$ cat src/rtl/obj_ram_writer.sv
// -----------------------------------------------------------------------------
// obj_ram_writer
//
// Serialises the per-object state words produced by the game engine into a
// single object-RAM write port for the renderer.
//
// On every frame_tick the writer snapshots all object (addr, data) pairs into
// shadow registers. The renderer therefore sees one coherent object set per
// frame, even if the engine keeps updating its outputs. The shadowed slots
// are then written in order over a valid/ready port.
//
// Slot map: 0 = player tank, 1 = opponent tank, 2+k = bullet_*[k]
//           (bullets [0..MAX_BULLETS-1] belong to the player, the rest to
//           the opponent).
// Write address: {slot, entry addr}.
//
// Optional feature (macro SKIP_UNCHANGED_EN):
//   The writer remembers the last {addr, data} written to each slot, plus a
//   valid bit. A slot whose shadow pair matches that record is skipped. For
//   a skipped slot, wr_valid stays low for one cycle and then the pointer
//   advances, so with wr_ready=1 the frame length does not change.
//   When the macro is undefined, every slot is written every frame and no
//   history storage exists.
//
// Ports
//   clk          in   1            system clock
//   reset        in   1            asynchronous, active-low reset
//   frame_tick   in   1            1-cycle pulse at start of vertical blank
//   tank_addr    in   3            player tank entry address
//   tank_data    in   32           player tank state word
//   oppo_addr    in   3            opponent tank entry address
//   oppo_data    in   32           opponent tank state word
//   bullet_addr  in   2*MB x 3     bullet entry addresses
//   bullet_data  in   2*MB x 32    bullet state words
//   wr_valid     out  1            write request to object RAM
//   wr_ready     in   1            RAM accepts the write this cycle
//   wr_addr      out  SLOT_W+3     {slot, entry addr}
//   wr_data      out  32           state word
//   busy         out  1            snapshot/write sequence in progress
//   frame_done   out  1            1-cycle pulse after the last slot completes
//   overrun      out  1            sticky: frame_tick arrived while busy
// -----------------------------------------------------------------------------
module obj_ram_writer #(
  parameter int  MAX_BULLETS = 8,
  localparam int N_OBJ       = 2 + 2 * MAX_BULLETS,
  localparam int SLOT_W      = $clog2(N_OBJ)
) (
  input  logic                            clk,
  input  logic                            reset,
  input  logic                            frame_tick,
  input  logic [2:0]                      tank_addr,
  input  logic [31:0]                     tank_data,
  input  logic [2:0]                      oppo_addr,
  input  logic [31:0]                     oppo_data,
  input  logic [2*MAX_BULLETS-1:0][2:0]   bullet_addr,
  input  logic [2*MAX_BULLETS-1:0][31:0]  bullet_data,
  output logic                            wr_valid,
  input  logic                            wr_ready,
  output logic [SLOT_W+2:0]               wr_addr,
  output logic [31:0]                     wr_data,
  output logic                            busy,
  output logic                            frame_done,
  output logic                            overrun
);

  localparam logic [SLOT_W-1:0] LAST_SLOT = SLOT_W'(N_OBJ - 1);

  typedef enum logic [1:0] {
    IDLE  = 2'd0,
    LATCH = 2'd1,
    WRITE = 2'd2,
    DONE  = 2'd3
  } state_t;

  state_t                   state, state_nxt;
  logic [SLOT_W-1:0]        ptr, ptr_nxt;

  // Shadow copy of the object set for the frame being written.
  logic [N_OBJ-1:0][2:0]    sh_addr;
  logic [N_OBJ-1:0][31:0]   sh_data;

  // Live inputs arranged in slot order. Packed concatenation puts the last
  // operand at index 0, which gives tank=0, oppo=1 and bullets from 2 up.
  logic [N_OBJ-1:0][2:0]    src_addr;
  logic [N_OBJ-1:0][31:0]   src_data;

  logic                     xfer;     // a write completes this cycle
  logic                     skip;     // current slot is unchanged and is skipped
  logic                     advance;  // current slot is finished this cycle

  assign src_addr = {bullet_addr, oppo_addr, tank_addr};
  assign src_data = {bullet_data, oppo_data, tank_data};

  // ---------------------------------------------------------------------------
  // Unchanged-slot suppression
  // ---------------------------------------------------------------------------
`ifdef SKIP_UNCHANGED_EN
  logic [N_OBJ-1:0]         lw_valid;
  logic [N_OBJ-1:0][34:0]   lw_pair;

  assign skip = (state == WRITE) && lw_valid[ptr] &&
                (lw_pair[ptr] == {sh_addr[ptr], sh_data[ptr]});

  // The history record is updated only by a completed transfer. A slot that
  // was stalled or interrupted by reset is therefore never treated as
  // already written.
  always_ff @(posedge clk or negedge reset) begin
    if (!reset) begin
      lw_valid <= '0;
    end else if (xfer) begin
      lw_valid[ptr] <= 1'b1;
    end
  end

  // The pair storage has no reset. Its contents are ignored until the
  // matching valid bit is set, so clearing the valid bits is enough.
  always_ff @(posedge clk) begin
    if (xfer) begin
      lw_pair[ptr] <= {sh_addr[ptr], sh_data[ptr]};
    end
  end
`else
  assign skip = 1'b0;
`endif

  // ---------------------------------------------------------------------------
  // Output port
  // ---------------------------------------------------------------------------
  // The outputs are decoded directly from registered state. An asynchronous
  // reset therefore drops wr_valid immediately, with no clock edge.
  assign wr_valid   = (state == WRITE) && !skip;
  assign wr_addr    = {ptr, sh_addr[ptr]};
  assign wr_data    = sh_data[ptr];
  assign busy       = (state == LATCH) || (state == WRITE);
  assign frame_done = (state == DONE);

  assign xfer    = wr_valid && wr_ready;
  assign advance = (state == WRITE) && (xfer || skip);

  // ---------------------------------------------------------------------------
  // FSM: next-state logic
  // ---------------------------------------------------------------------------
  // NOTE: every signal driven here gets a default first, so no path leaves it
  // unassigned. A path without an assignment would infer a latch.
  always_comb begin
    state_nxt = state;
    ptr_nxt   = ptr;
    unique case (state)
      IDLE: begin
        if (frame_tick) state_nxt = LATCH;
      end
      LATCH: begin
        ptr_nxt   = '0;
        state_nxt = WRITE;
      end
      WRITE: begin
        // The pointer stops at the last slot. It never wraps inside a frame.
        if (advance) begin
          if (ptr == LAST_SLOT) state_nxt = DONE;
          else                  ptr_nxt   = ptr + SLOT_W'(1);
        end
      end
      DONE: begin
        state_nxt = IDLE;
      end
      default: begin
        state_nxt = IDLE;
      end
    endcase
  end

  // ---------------------------------------------------------------------------
  // FSM: state and pointer registers
  // ---------------------------------------------------------------------------
  // NOTE: sequential state uses non-blocking assignments only. Every register
  // then updates from values sampled before the edge, whatever the order of
  // the always blocks.
  always_ff @(posedge clk or negedge reset) begin
    if (!reset) begin
      state <= IDLE;
      ptr   <= '0;
    end else begin
      state <= state_nxt;
      ptr   <= ptr_nxt;
    end
  end

  // ---------------------------------------------------------------------------
  // Snapshot registers
  // ---------------------------------------------------------------------------
  // NOTE: these storage arrays carry a reset, so wr_addr and wr_data read as
  // zero after reset. Wide stores that are never observed before they are
  // written (such as the history pairs) are left without a reset.
  always_ff @(posedge clk or negedge reset) begin
    if (!reset) begin
      sh_addr <= '0;
      sh_data <= '0;
    end else if (state == LATCH) begin
      sh_addr <= src_addr;
      sh_data <= src_data;
    end
  end

  // ---------------------------------------------------------------------------
  // Overrun flag
  // ---------------------------------------------------------------------------
  // Any tick outside IDLE is dropped and flagged. This includes a tick that
  // arrives in the DONE cycle, since DONE is still part of the sequence. The
  // flag clears only on reset.
  always_ff @(posedge clk or negedge reset) begin
    if (!reset) begin
      overrun <= 1'b0;
    end else if (frame_tick && (state != IDLE)) begin
      overrun <= 1'b1;
    end
  end

endmodule

$ cat config.mk
export PLATFORM = sky130hd
export DESIGN_NAME = obj_ram_writer
export DESIGN_NICKNAME = d
export VERILOG_FILES = /design/src/rtl/obj_ram_writer.sv
export SDC_FILE = /design/constraint.sdc
export NUM_CORES = 2
export LEC_CHECK = 0
export BUFFER_PORTS_ARGS = -buffer_cell sky130_fd_sc_hd__buf_2
export CAP_MARGIN = 10
export CORE_ASPECT_RATIO = 0.7
export CORE_MARGIN = 2
export CORE_UTILIZATION = 45
export DETAILED_ROUTE_END_ITERATION = 7
export PLACE_DENSITY = 0.72
export SYNTH_ARGS = -nofsm -noshare
export SYNTH_HDL_FRONTEND = slang
export SYNTH_SLANG_ARGS = --single-unit
$ cat constraint.sdc
create_clock -name clk -period 2.05 [get_ports clk]
set_clock_uncertainty 0.1 [all_clocks]
set_input_delay 0.41 -clock clk [delete_from_list [all_inputs] [get_ports clk]]
set_output_delay 0.41 -clock clk [all_outputs]
set_load 0.01 [all_outputs]
Yosys cells after proc, flatten, opt, wreduce, memory -nomap -nowiden
Index checks and enable logic that the tools add are counted.

Output and inout port bits: 44. Word-level logic and storage cells: 69. Register bits: 638.

Muxes and demuxes: 11. $lt $le $gt $ge: 1. Equality and inequality tests: 8. Add/sub/neg operators: 1. Reductions and logical operators: 9.

Operators by type and width (count): binary-select mux 32 bit (select 5 bit) (1); 2-to-1 mux 32 bit (1); binary-select mux 3 bit (select 5 bit) (1); 2-to-1 mux 5 bit (2); case mux 5 bit (2 select lines) (1); case mux 2 bit (4 select lines) (1); < comparator 5 x 6 -> 1 bit, second input constant (1); 2-to-1 mux 2 bit (3); AND reduction 3 bit (2); adder 5 x 1 -> 5 bit, second input constant (1); equality test 5 bit, second input constant (1); equality test 2 bit, second input constant (2); inequality test 2 x 1 -> 1 bit, second input constant (2); inequality test 2 bit, second input constant (2); nonzero test 2 bit (2); logical AND 1 bit (3); 2-to-1 mux 3 bit (1); equality test 2 x 1 -> 1 bit, second input constant (1); logical NOT 2 bit (1); logical OR 1 bit (1).

Depth between registers and ports, before layout
Depth in word-level cells: 5. Gate-level depth with buffers: 7. Gate-level depth less buffers: 6.

Least setup slack after synthesis
No wires, ideal clock.

Path kind: flip-flop to output port. Start point: register ptr[0]. End point: output port wr_data[12]. Setup slack: -0.177 ns. Arrival: 1.717 ns. Path buffers: 2. Stages on the path, launching flop included: 6. Required time: 1.540 ns. Cell sequence: dfrtp_1 -> buf_4 -> buf_2 -> mux4_2 -> a22oi_1 -> nand2_1.

Cells in the longest elaborated chain, start to end: 2.

Ends and longest elaborated chain: start: declaration (line 76) `logic [SLOT_W-1:0] ptr, ptr_nxt;`; start signal: assignment (line 184) `ptr <= ptr_nxt;`; binary-select mux 32 bit (select 5 bit) (line 133) `assign wr_data = sh_data[ptr];`; 2-to-1 mux 32 bit (not written as such) (line 133); end: declaration (line 60) `output logic [31:0] wr_data,`.

Every way passes these cells. The select of a mux whose other input is x is not followed.

Worst setup path in the final report
Start point: register ptr[0]. End point: output port wr_data[10].

Same word-level chain as after synthesis.

==> reports/results.ini <==
[outcome]
status = complete, but fails checks
violations = negative setup slack

[drt]
via_count = 24000
route.met3.wl_mm = 8.57
route.detailed.drc = 0
wire_per_inst_um = 26.6
drt.antenna.violating_nets = 0
drtPass1Iterations = 5
first_iter_violations = 1783
avgViaCountPerCell = 5.54
wl_met2_mm = 54.9
dr.max_layer_used = met5
wl_met1_mm = 44.3
wirelength_mm = 115

[sta]
period_needed_ns = 3.28
finalSetupViolCount = 42
slew_headroom = 0.521
finalHoldViolCount = 0
timing.hold.ws_ns = 0.0402
max_freq_mhz = 305
slew_viol_final = 0
period_share = 1.60
finalSetupTns_ns = -41.35
rsz0062_at_grt = true
setup_slack_ns = -1.23
worst_slew_pin_slew_ns = 0.718

[die]
start_util = 0.454
core.rowCount = 77
boundaryPins = 678
fp.dieW_um = 305
die_h_um = 215
fp.dieArea_um2 = 65600
core_um2 = 63000

[clock_network]
h-tree-depth = 3
cts_tree = built
insertion_delay_ns = 0.60
numCtsBuffers = 66
clockBufferDepth = 3
cts-root-buf = clkbuf_16
clk_pin_slew_ns = 0.06
cts.sinks = 638

[critical_path]
reg2reg_to = state[1]$_DFFE_PN0P_
crit_required_ns = 1.54
r2r-start = ptr[0]$_DFFE_PN0P_
cp-end-kind = primary output
reg2reg_depth = 10
rrSetupSlack_ns = -0.32
cp-startpoint = ptr[0]$_DFFE_PN0P_
cp.arrival_ns = 2.77
crit_fanout = 13
crit_path_end = wr_data[10]
crit_type = reg2out
start_kind = flop

[placement]
dp.cells = 3495
dp_hpwl_mm = 73.9
gp_congestion = 0.945
port_buffers = 677
placed_cell_area_um2 = 34800

[yosys]
ys.flop_type = dfrtp_1
yosysSeqAreaShare = 0.558
synthesis.area_um2 = 28600
yosys.cell_types.count = 39
avgSynthCellArea_um2 = 15.2
synth_cells = 1880
synthArstFlopShare = 1.00
synth-seq-cells = 638
yosysWarnings = 0
synth_edf_count = 0
syn-num-nets = 2521

[final_layout]
nets = 4057
seq_area_um2 = 16000
fill_cells = 3792
multiInputGateArea_um2 = 12900
area_growth_pct = 58.3
final_cell_area_um2 = 45300
instances_no_fill = 4333
drive_above_1_share = 0.557

[worst_hold_path]
hold_class = in2reg

[run]
cap_violations = 0

[global_routing]
track_usage = 0.342
grt_pass1_vias = 26800
antenna_found_initial = 40
grt_start_max_net_pins = 70
overflow = 0
grt_pass1_wl_mm = 167

[power]
p_per_area_nw_per_um2 = 1570
power_w = 0.0712
p_leak_nw = 19.9
peakVddDrop_mv = 0.920

==> cells in the mapped netlist, types with 7 or more instances <==
master    instances  area (um2)
dfrtp_1         638       16000
mux2_2          631        7110
mux2i_1         156        1560
buf_2            85         425
mux4_2           81        1820
o22ai_1          59         369
nor2_1           51         191
a211oi_1         35         263
nand2_1          26        97.6
clkbuf_1         24        90.1
a22oi_1          23         173
buf_4            13        97.6
ha_1              7        87.6
o21ai_0           7        35.0
==> cell families after synthesis <==
kind of cell             count (synthesis)  share of synthesized area
flip-flops                             638                      0.558
buffers and inverters                  136                     0.0243
adder cells (fa/ha/maj)                  7                    0.00306
AND/OR/NAND/NOR                         97                     0.0158
AO/OA/AOI/OAI                          132                     0.0311
XOR/XNOR                                 2                   0.000613
multiplexers                           868                      0.367
==> layout make-up <==
cell class,count,area share
sequential,638,0.353
timing repair buffer,1599,0.289
multi-input combinational,1106,0.286
clock buffer,97,0.0415
tap,829,0.0229
clock inverter,18,0.00569
antenna,41,0.00227
inverter,5,0.000414
==> metal layers <==
layer / vias to the layer above / GRT usage
li1: 10100 / -
met5: - / 0
met2: 1241 / 0.558
met4: 16 / 0.198
met3: 478 / 0.0834
met1: 12200 / 0.416
==> sequential cells by signal, summed over array words and instances, names as in the netlist <==
register  count
ptr           5
sh_addr      54
state         2
sh_data     576
overrun       1
==> power breakdown <==
| group | internal [W] | total, W | switching [W] | leakage (nW) |
|---|---|---|---|---|
| Sequential | 0.0192 | 0.0236 | 0.00441 | 7.49 |
| Combinational | 0.0197 | 0.0352 | 0.0155 | 11.4 |
| Clock | 0.00683 | 0.0123 | 0.00546 | 1.03 |
==> worst min-delay path by stage <==
stage,startpoint,end,cells after the start
after floorplan,reset,overrun$_DFFE_PN0P_,0
after global placement,overrun$_DFFE_PN0P_,overrun$_DFFE_PN0P_,1
after detailed placement,overrun$_DFFE_PN0P_,overrun$_DFFE_PN0P_,1
after CTS,bullet_data[509],sh_data[573]$_DFFE_PN0N_,2
after global routing,bullet_data[509],sh_data[573]$_DFFE_PN0N_,2
final,bullet_data[509],sh_data[573]$_DFFE_PN0N_,2
==> placed cells by master, fill, tap and decap left out, types with 34 or more instances in the layout <==
cell type	Yosys	final
buf_12	0	47
buf_6	4	44
buf_2	85	656
dfrtp_1	638	632
mux2i_1	156	127
dlygate4sd3_1	0	630
mux4_2	81	81
diode_2	0	41
o22ai_1	59	34
clkbuf_16	0	68
mux2_2	631	630
nor2_1	51	46
buf_4	13	194
==> what timing repair did <==
| action | in CTS | in global routing |
|---|---|---|
| pin swaps | 31 | 38 |
| resized for setup | 167 | 119 |
| endpoints found under the setup margin | 45 | 43 |
| cloned | 5 | 2 |
| hold buffers | 630 | 0 |
| hold endpoints to repair | 660 | 0 |
| buffers inserted | 29 | 18 |
==> metrics by stage <==
step | worst slack (ns) | util
5_1_grt | -1.29 | 0.718
2_1_floorplan | -0.0485 | -
4_1_cts | -1.26 | 0.705
3_3_place_gp | -1.03 | 0.552
3_5_place_dp | -1.02 | 0.552
6_report | -1.23 | 0.719
==> worst max-delay path, cell delays in order, from the launching register on <==
cell	delay, ns
dfrtp_4	0.53
buf_4	0.16
buf_12	0.14
buf_4	0.14
mux4_2	0.47
a22oi_2	0.33
buf_6	0.18
nand2_2	0.06
buf_6	0.12
(Power assumes the default switching activity.)
